### config.mk
export PLATFORM = sky130hd
export DESIGN_NAME = vga_timing_gen
export DESIGN_NICKNAME = d
export VERILOG_FILES = /design/src/rtl/vga_timing_gen.sv
export SDC_FILE = /design/constraint.sdc
export NUM_CORES = 1
export LEC_CHECK = 0
export ABC_CLOCK_PERIOD_IN_PS = 1900
export CAP_MARGIN = 20
export CORE_MARGIN = 2
export CORE_UTILIZATION = 40
export DETAILED_ROUTE_END_ITERATION = 16
export PLACE_DENSITY = 0.78
export SLEW_MARGIN = 15
export SYNTH_ARGS = -nofsm -noshare
export SYNTH_HDL_FRONTEND = slang
export SYNTH_SLANG_ARGS = --single-unit
### constraint.sdc
create_clock -name clk -period 1.9 [get_ports clk]
set_input_delay 0.285 -clock clk [delete_from_list [all_inputs] [get_ports clk]]
set_output_delay 0.285 -clock clk [all_outputs]
set_load 0.02 [all_outputs]
### src/rtl/vga_timing_gen.sv
`default_nettype none
// ============================================================================
//  Module   : vga_timing_gen
//  Purpose  : Raster source for the VGA path. Free-running horizontal and
//             vertical counters, hsync/vsync generation, a one-cycle frame
//             tick for the renderer, and a registered RGB pixel built from
//             the renderer's draw bit.
//  Ports    : clk, rst           pixel clock, synchronous active-high reset
//             pix_x, pix_y       raster coordinates (to renderer)
//             display_on         combinational active-area flag
//             frame_tick         one-cycle pulse at first blanking clock
//             frame_count        frames completed since reset (wraps)
//             draw               renderer pixel-on bit, DRAW_LAT cycles late
//             fg_rgb, bg_rgb     foreground / background colours
//             hsync, vsync, rgb  registered video outputs
//  Revision : 1.0  initial release
// ============================================================================
module vga_timing_gen #(
    parameter int H_ACTIVE = 640,
    parameter int H_FP     = 16,
    parameter int H_SYNC   = 96,
    parameter int H_BP     = 48,
    parameter int V_ACTIVE = 480,
    parameter int V_FP     = 10,
    parameter int V_SYNC   = 2,
    parameter int V_BP     = 33,
    parameter bit SYNC_POL = 1'b0,
    parameter int DRAW_LAT = 0
) (
    input  logic       clk,
    input  logic       rst,
    output logic [9:0] pix_x,
    output logic [9:0] pix_y,
    output logic       display_on,
    output logic       frame_tick,
    output logic [7:0] frame_count,
    input  logic       draw,
    input  logic [5:0] fg_rgb,
    input  logic [5:0] bg_rgb,
    output logic       hsync,
    output logic       vsync,
    output logic [5:0] rgb
);

    localparam int c_h_total    = H_ACTIVE + H_FP + H_SYNC + H_BP;
    localparam int c_v_total    = V_ACTIVE + V_FP + V_SYNC + V_BP;
    localparam int c_hs_start   = H_ACTIVE + H_FP;
    localparam int c_hs_end     = H_ACTIVE + H_FP + H_SYNC;
    localparam int c_vs_start   = V_ACTIVE + V_FP;
    localparam int c_vs_end     = V_ACTIVE + V_FP + V_SYNC;
    localparam logic [9:0] c_h_last = 10'(c_h_total - 1);
    localparam logic [9:0] c_v_last = 10'(c_v_total - 1);

    // Counters are 10 bits wide, so neither total may exceed 1024.
    generate
        if (c_h_total > 1024 || c_v_total > 1024) begin : g_bad_totals
            $error("vga_timing_gen: H_TOTAL/V_TOTAL must be <= 1024");
        end
        if (DRAW_LAT < 0 || DRAW_LAT > 4) begin : g_bad_lat
            $error("vga_timing_gen: DRAW_LAT must be in 0..4");
        end
    endgenerate

    logic [9:0] r_h_cnt;
    logic [9:0] r_v_cnt;
    logic [7:0] r_frame_count;
    logic       r_hsync;
    logic       r_vsync;
    logic [5:0] r_rgb;

    logic       w_h_last;
    logic       w_v_last;
    logic       w_hs_raw;
    logic       w_vs_raw;
    logic [2:0] w_raw;      // {display_on, hs_raw, vs_raw}
    logic [2:0] w_aligned;  // same, delayed to line up with draw

    // ------------------------------------------------------------------
    // Raster counters
    // ------------------------------------------------------------------
    assign w_h_last = (r_h_cnt == c_h_last);
    assign w_v_last = (r_v_cnt == c_v_last);

    always_ff @(posedge clk) begin
        if (rst) begin
            r_h_cnt <= '0;
            r_v_cnt <= '0;
        end else begin
            r_h_cnt <= w_h_last ? 10'd0 : r_h_cnt + 10'd1;
            if (w_h_last) begin
                r_v_cnt <= w_v_last ? 10'd0 : r_v_cnt + 10'd1;
            end
        end
    end

    assign pix_x = r_h_cnt;
    assign pix_y = r_v_cnt;

    // Comparisons are done in int so a porch end of exactly 1024 still works.
    assign display_on = (int'(r_h_cnt) < H_ACTIVE) && (int'(r_v_cnt) < V_ACTIVE);
    assign w_hs_raw   = (int'(r_h_cnt) >= c_hs_start) && (int'(r_h_cnt) < c_hs_end);
    assign w_vs_raw   = (int'(r_v_cnt) >= c_vs_start) && (int'(r_v_cnt) < c_vs_end);

    // First blanking clock of the frame: the renderer updates its state here,
    // well clear of active video.
    assign frame_tick = (r_h_cnt == 10'd0) && (int'(r_v_cnt) == V_ACTIVE);

    always_ff @(posedge clk) begin
        if (rst) begin
            r_frame_count <= '0;
        end else if (frame_tick) begin
            r_frame_count <= r_frame_count + 8'd1;
        end
    end

    assign frame_count = r_frame_count;

    // ------------------------------------------------------------------
    // Alignment pipeline: delays the timing flags by the renderer latency.
    // Cleared to zero on reset, which reads as blank / sync inactive.
    // ------------------------------------------------------------------
    assign w_raw = {display_on, w_hs_raw, w_vs_raw};

    generate
        if (DRAW_LAT == 0) begin : g_no_delay
            assign w_aligned = w_raw;
        end else begin : g_delay
            logic [2:0] r_pipe [DRAW_LAT];

            always_ff @(posedge clk) begin
                if (rst) begin
                    for (int i = 0; i < DRAW_LAT; i++) begin
                        r_pipe[i] <= '0;
                    end
                end else begin
                    r_pipe[0] <= w_raw;
                    for (int i = 1; i < DRAW_LAT; i++) begin
                        r_pipe[i] <= r_pipe[i-1];
                    end
                end
            end

            assign w_aligned = r_pipe[DRAW_LAT-1];
        end
    endgenerate

    // ------------------------------------------------------------------
    // Output register: colours are sampled here, undelayed.
    // ------------------------------------------------------------------
    always_ff @(posedge clk) begin
        if (rst) begin
            r_rgb   <= '0;
            r_hsync <= ~SYNC_POL;
            r_vsync <= ~SYNC_POL;
        end else begin
            r_rgb   <= w_aligned[2] ? (draw ? fg_rgb : bg_rgb) : 6'h00;
            r_hsync <= w_aligned[1] ^ ~SYNC_POL;
            r_vsync <= w_aligned[0] ^ ~SYNC_POL;
        end
    end

    assign hsync = r_hsync;
    assign vsync = r_vsync;
    assign rgb   = r_rgb;

endmodule
`default_nettype wire
==> results of run 1 <==
==> critical path, cell delays in order (launching register included) <==
cell and delay (ns):
dfxtp_4 0.34, or3_4 0.39, or4b_4 0.54, buf_8 0.16, or4_4 0.48, a21oi_2 0.13
==> where the power goes <==
part | leakage (nW) | switching [W] | internal, W
clock network | 0.0552 | 0.000279 | 0.000389
logic | 0.679 | 0.0000818 | 0.000106
registers | 0.295 | 0.00000506 | 0.000766
==> cells by family after synthesis <==
family                   after synthesis  synth area share
AND/OR/NAND/NOR                       95             0.308
flip-flops                            36             0.417
AO/OA/AOI/OAI                         24            0.0826
buffers and inverters                 19            0.0427
XOR/XNOR                              11            0.0558
multiplexers                          10            0.0579
adder cells (fa/ha/maj)                5            0.0362
==> path summary, 6_finish.rpt <==
check / endpoint / from / slack [ns]
setup reg to reg: frame_count[4] / pix_x[6] / -0.20
hold / removal: vsync / pix_y[2] / 0.49
setup / recovery: frame_count[4] / pix_x[6] / -0.20
hold reg to reg: vsync / pix_y[2] / 0.49
==> metal layers <==
metal | GRT usage | part of all wire | wire length, um | vias up
li1 | - | - | - | 877
met1 | 0.216 | 0.44 | 2020 | 819
met2 | 0.312 | 0.49 | 2240 | 62
met3 | 0.0567 | 0.060 | 274 | 4
met4 | 0.0684 | 0.0055 | 25 | 0
met5 | 0 | 0 | 0 | -
==> synth_stat cells (3+ instances only) <==
cell,number,area share
dfxtp_1,36,0.42
nor2_1,29,0.063
nand3_1,12,0.035
a21oi_1,11,0.032
mux2i_1,10,0.058
nand2_1,9,0.020
clkbuf_1,8,0.017
inv_1,8,0.017
nand4_1,8,0.029
or4_1,8,0.035
o31ai_1,7,0.030
xor2_1,7,0.035
nor3_1,6,0.017
ha_1,5,0.036
or3_1,5,0.018
o21ai_0,4,0.012
xnor2_1,4,0.020
and4_1,3,0.015
==> registers in the layout (all words and copies together), names as in the netlist <==
signal	cells
vsync	1
frame_count	8
hsync	1
rgb	6
pix_x	10
pix_y	10
==> cell type report <==
type,instances,area (um2),share of cell area
well taps,50,62.6,0.0230
clock inverters,2,35.0,0.0129
inverters,8,30.0,0.0111
multi-input cells,145,978,0.360
flip-flops and latches,36,733,0.270
clock buffers,6,72.6,0.0267
repair buffers,86,805,0.296
==> timing repair <==
action	4_1_cts	5_1_grt
gates resized for setup	11	8
endpoints found under the setup margin	14	12
pin swaps	0	0
buffers inserted	0	3
gates cloned	0	1
hold endpoints to repair	0	0
==> metrics by stage <==
stage / worst slack (ns) / hold WS, ns
2_1_floorplan: -0.0980 / 0.429
3_3_place_gp: -0.334 / 0.465
3_5_place_dp: -0.357 / 0.470
4_1_cts: -0.215 / 0.486
5_1_grt: -0.241 / 0.512
6_report: -0.197 / 0.490
==> reports/results.tsv, run 1 <==
metric	value	unit
placed cell count	321	
Mean Syn Cell Area	8.64	um2
vias	1762	
total leakage power	1.03	nW
global-route wire length before repair	7.19	mm
routed vias/inst	5.29	
period utilization	1.10	
unrepaired setup endpoints after global routing	true	
DR DRC count	0	
PD cells	599	mW/mm2
initial antenna violation count	0	
worst min-delay path class	reg -> reg	
Setup crit end kind	register	
most frequent cells in the layout	clkdlybuf4s50_1, buf_4, dfxtp_1, nor2_1, nand3_1	
Fill cells	333	
most common cell after layout, fill and taps aside	clkdlybuf4s50_1	
DIE WIDTH	69.7	um
gr usage total	0.183	
# clock sinks	36	
Post-Layout Cell Count	333	
Reg2Reg Depth	5	
clk_lat worst skew	0.29	ns
CP max FO	8	
number of flops mapped to enable cells by yosys	0	
clock transition at the registers of the reported paths	0.07	ns
initial core utilization	0.423	
Seq/Total Area, Yosys	0.417	
post-route antenna net violation count	0	
Final HPWL DP	3.29	mm
Overflow after GRT	0	
Tmin final	2.10	ns
# diodes	0	
syn nets	220	
FF+latch count, synth	36	
worst setup margin	-0.197	ns
IR drop worst, VDD	0.424	mV
largest net degree at the start of global routing	22	
CTS Hold Bufs	0	
IO buf count	52	
Area growth, synth to finish	57.2	%
status	finished, violations left	
NumNets Final	302	
Critical Path Start Type	register	
total chip power	0.00163	W
core footprint	0.00409	mm2
YS warnings	0	
Placement Cell Area	0.00251	mm2
Hold Vio Cnt, Final	0	
Max Root-Sink Buffers	2	
violated checks	setup timing	
Ports	53	
routed length per instance	13.7	um
Worst Max-Slew Pin Slew	0.340	ns
Iteration-0 DRC Markers	70	
TritonRoute pass-1 iters	4	
Max Freq	477	MHz
Slew Viols, Final	0	
Async S/R FF share, synth	0	
CTS buffer count	5	
Crit Path Class	reg -> reg	
Post-Layout Inst Area	0.00272	mm2
H-tree levels	2	
root buffer cell	clkbuf_8	
CP Data Arrival Time	2.32	ns
final wirelength	4.57	mm
CP Data Required Time	2.13	ns
Relative slew margins	0.772	
Mapped Cells	200	
share of cells above drive strength 1	0.219	
max-cap violations	0	
row cnt	23	
Placer Congestion	0.804	
full die area	0.00486	mm2
DIE HEIGHT	69.7	um
Util after Layout	0.665	
CTS tree	built	
vias in the first global route	1623	
Clock Skew	0.00448	ns
area of the mapped netlist	0.00173	mm2
final setup violation count	10	
hold path cells	2	
setup_tns	-1.70	ns
synth unique cells	33	
ys flop type	dfxtp_1	
Power figures use the tool's default switching activity.
==> run 2, diff against run 1 <==
--- a/config.mk
+++ b/config.mk
@@ -5,7 +5,6 @@
 export SDC_FILE = /design/constraint.sdc
 export NUM_CORES = 1
 export LEC_CHECK = 0
-export ABC_CLOCK_PERIOD_IN_PS = 1900
 export CAP_MARGIN = 20
 export CORE_MARGIN = 2
 export CORE_UTILIZATION = 40
==> results of run 2 <==
Same layout as run 1: the final DEF is identical, and so are final timing and power.
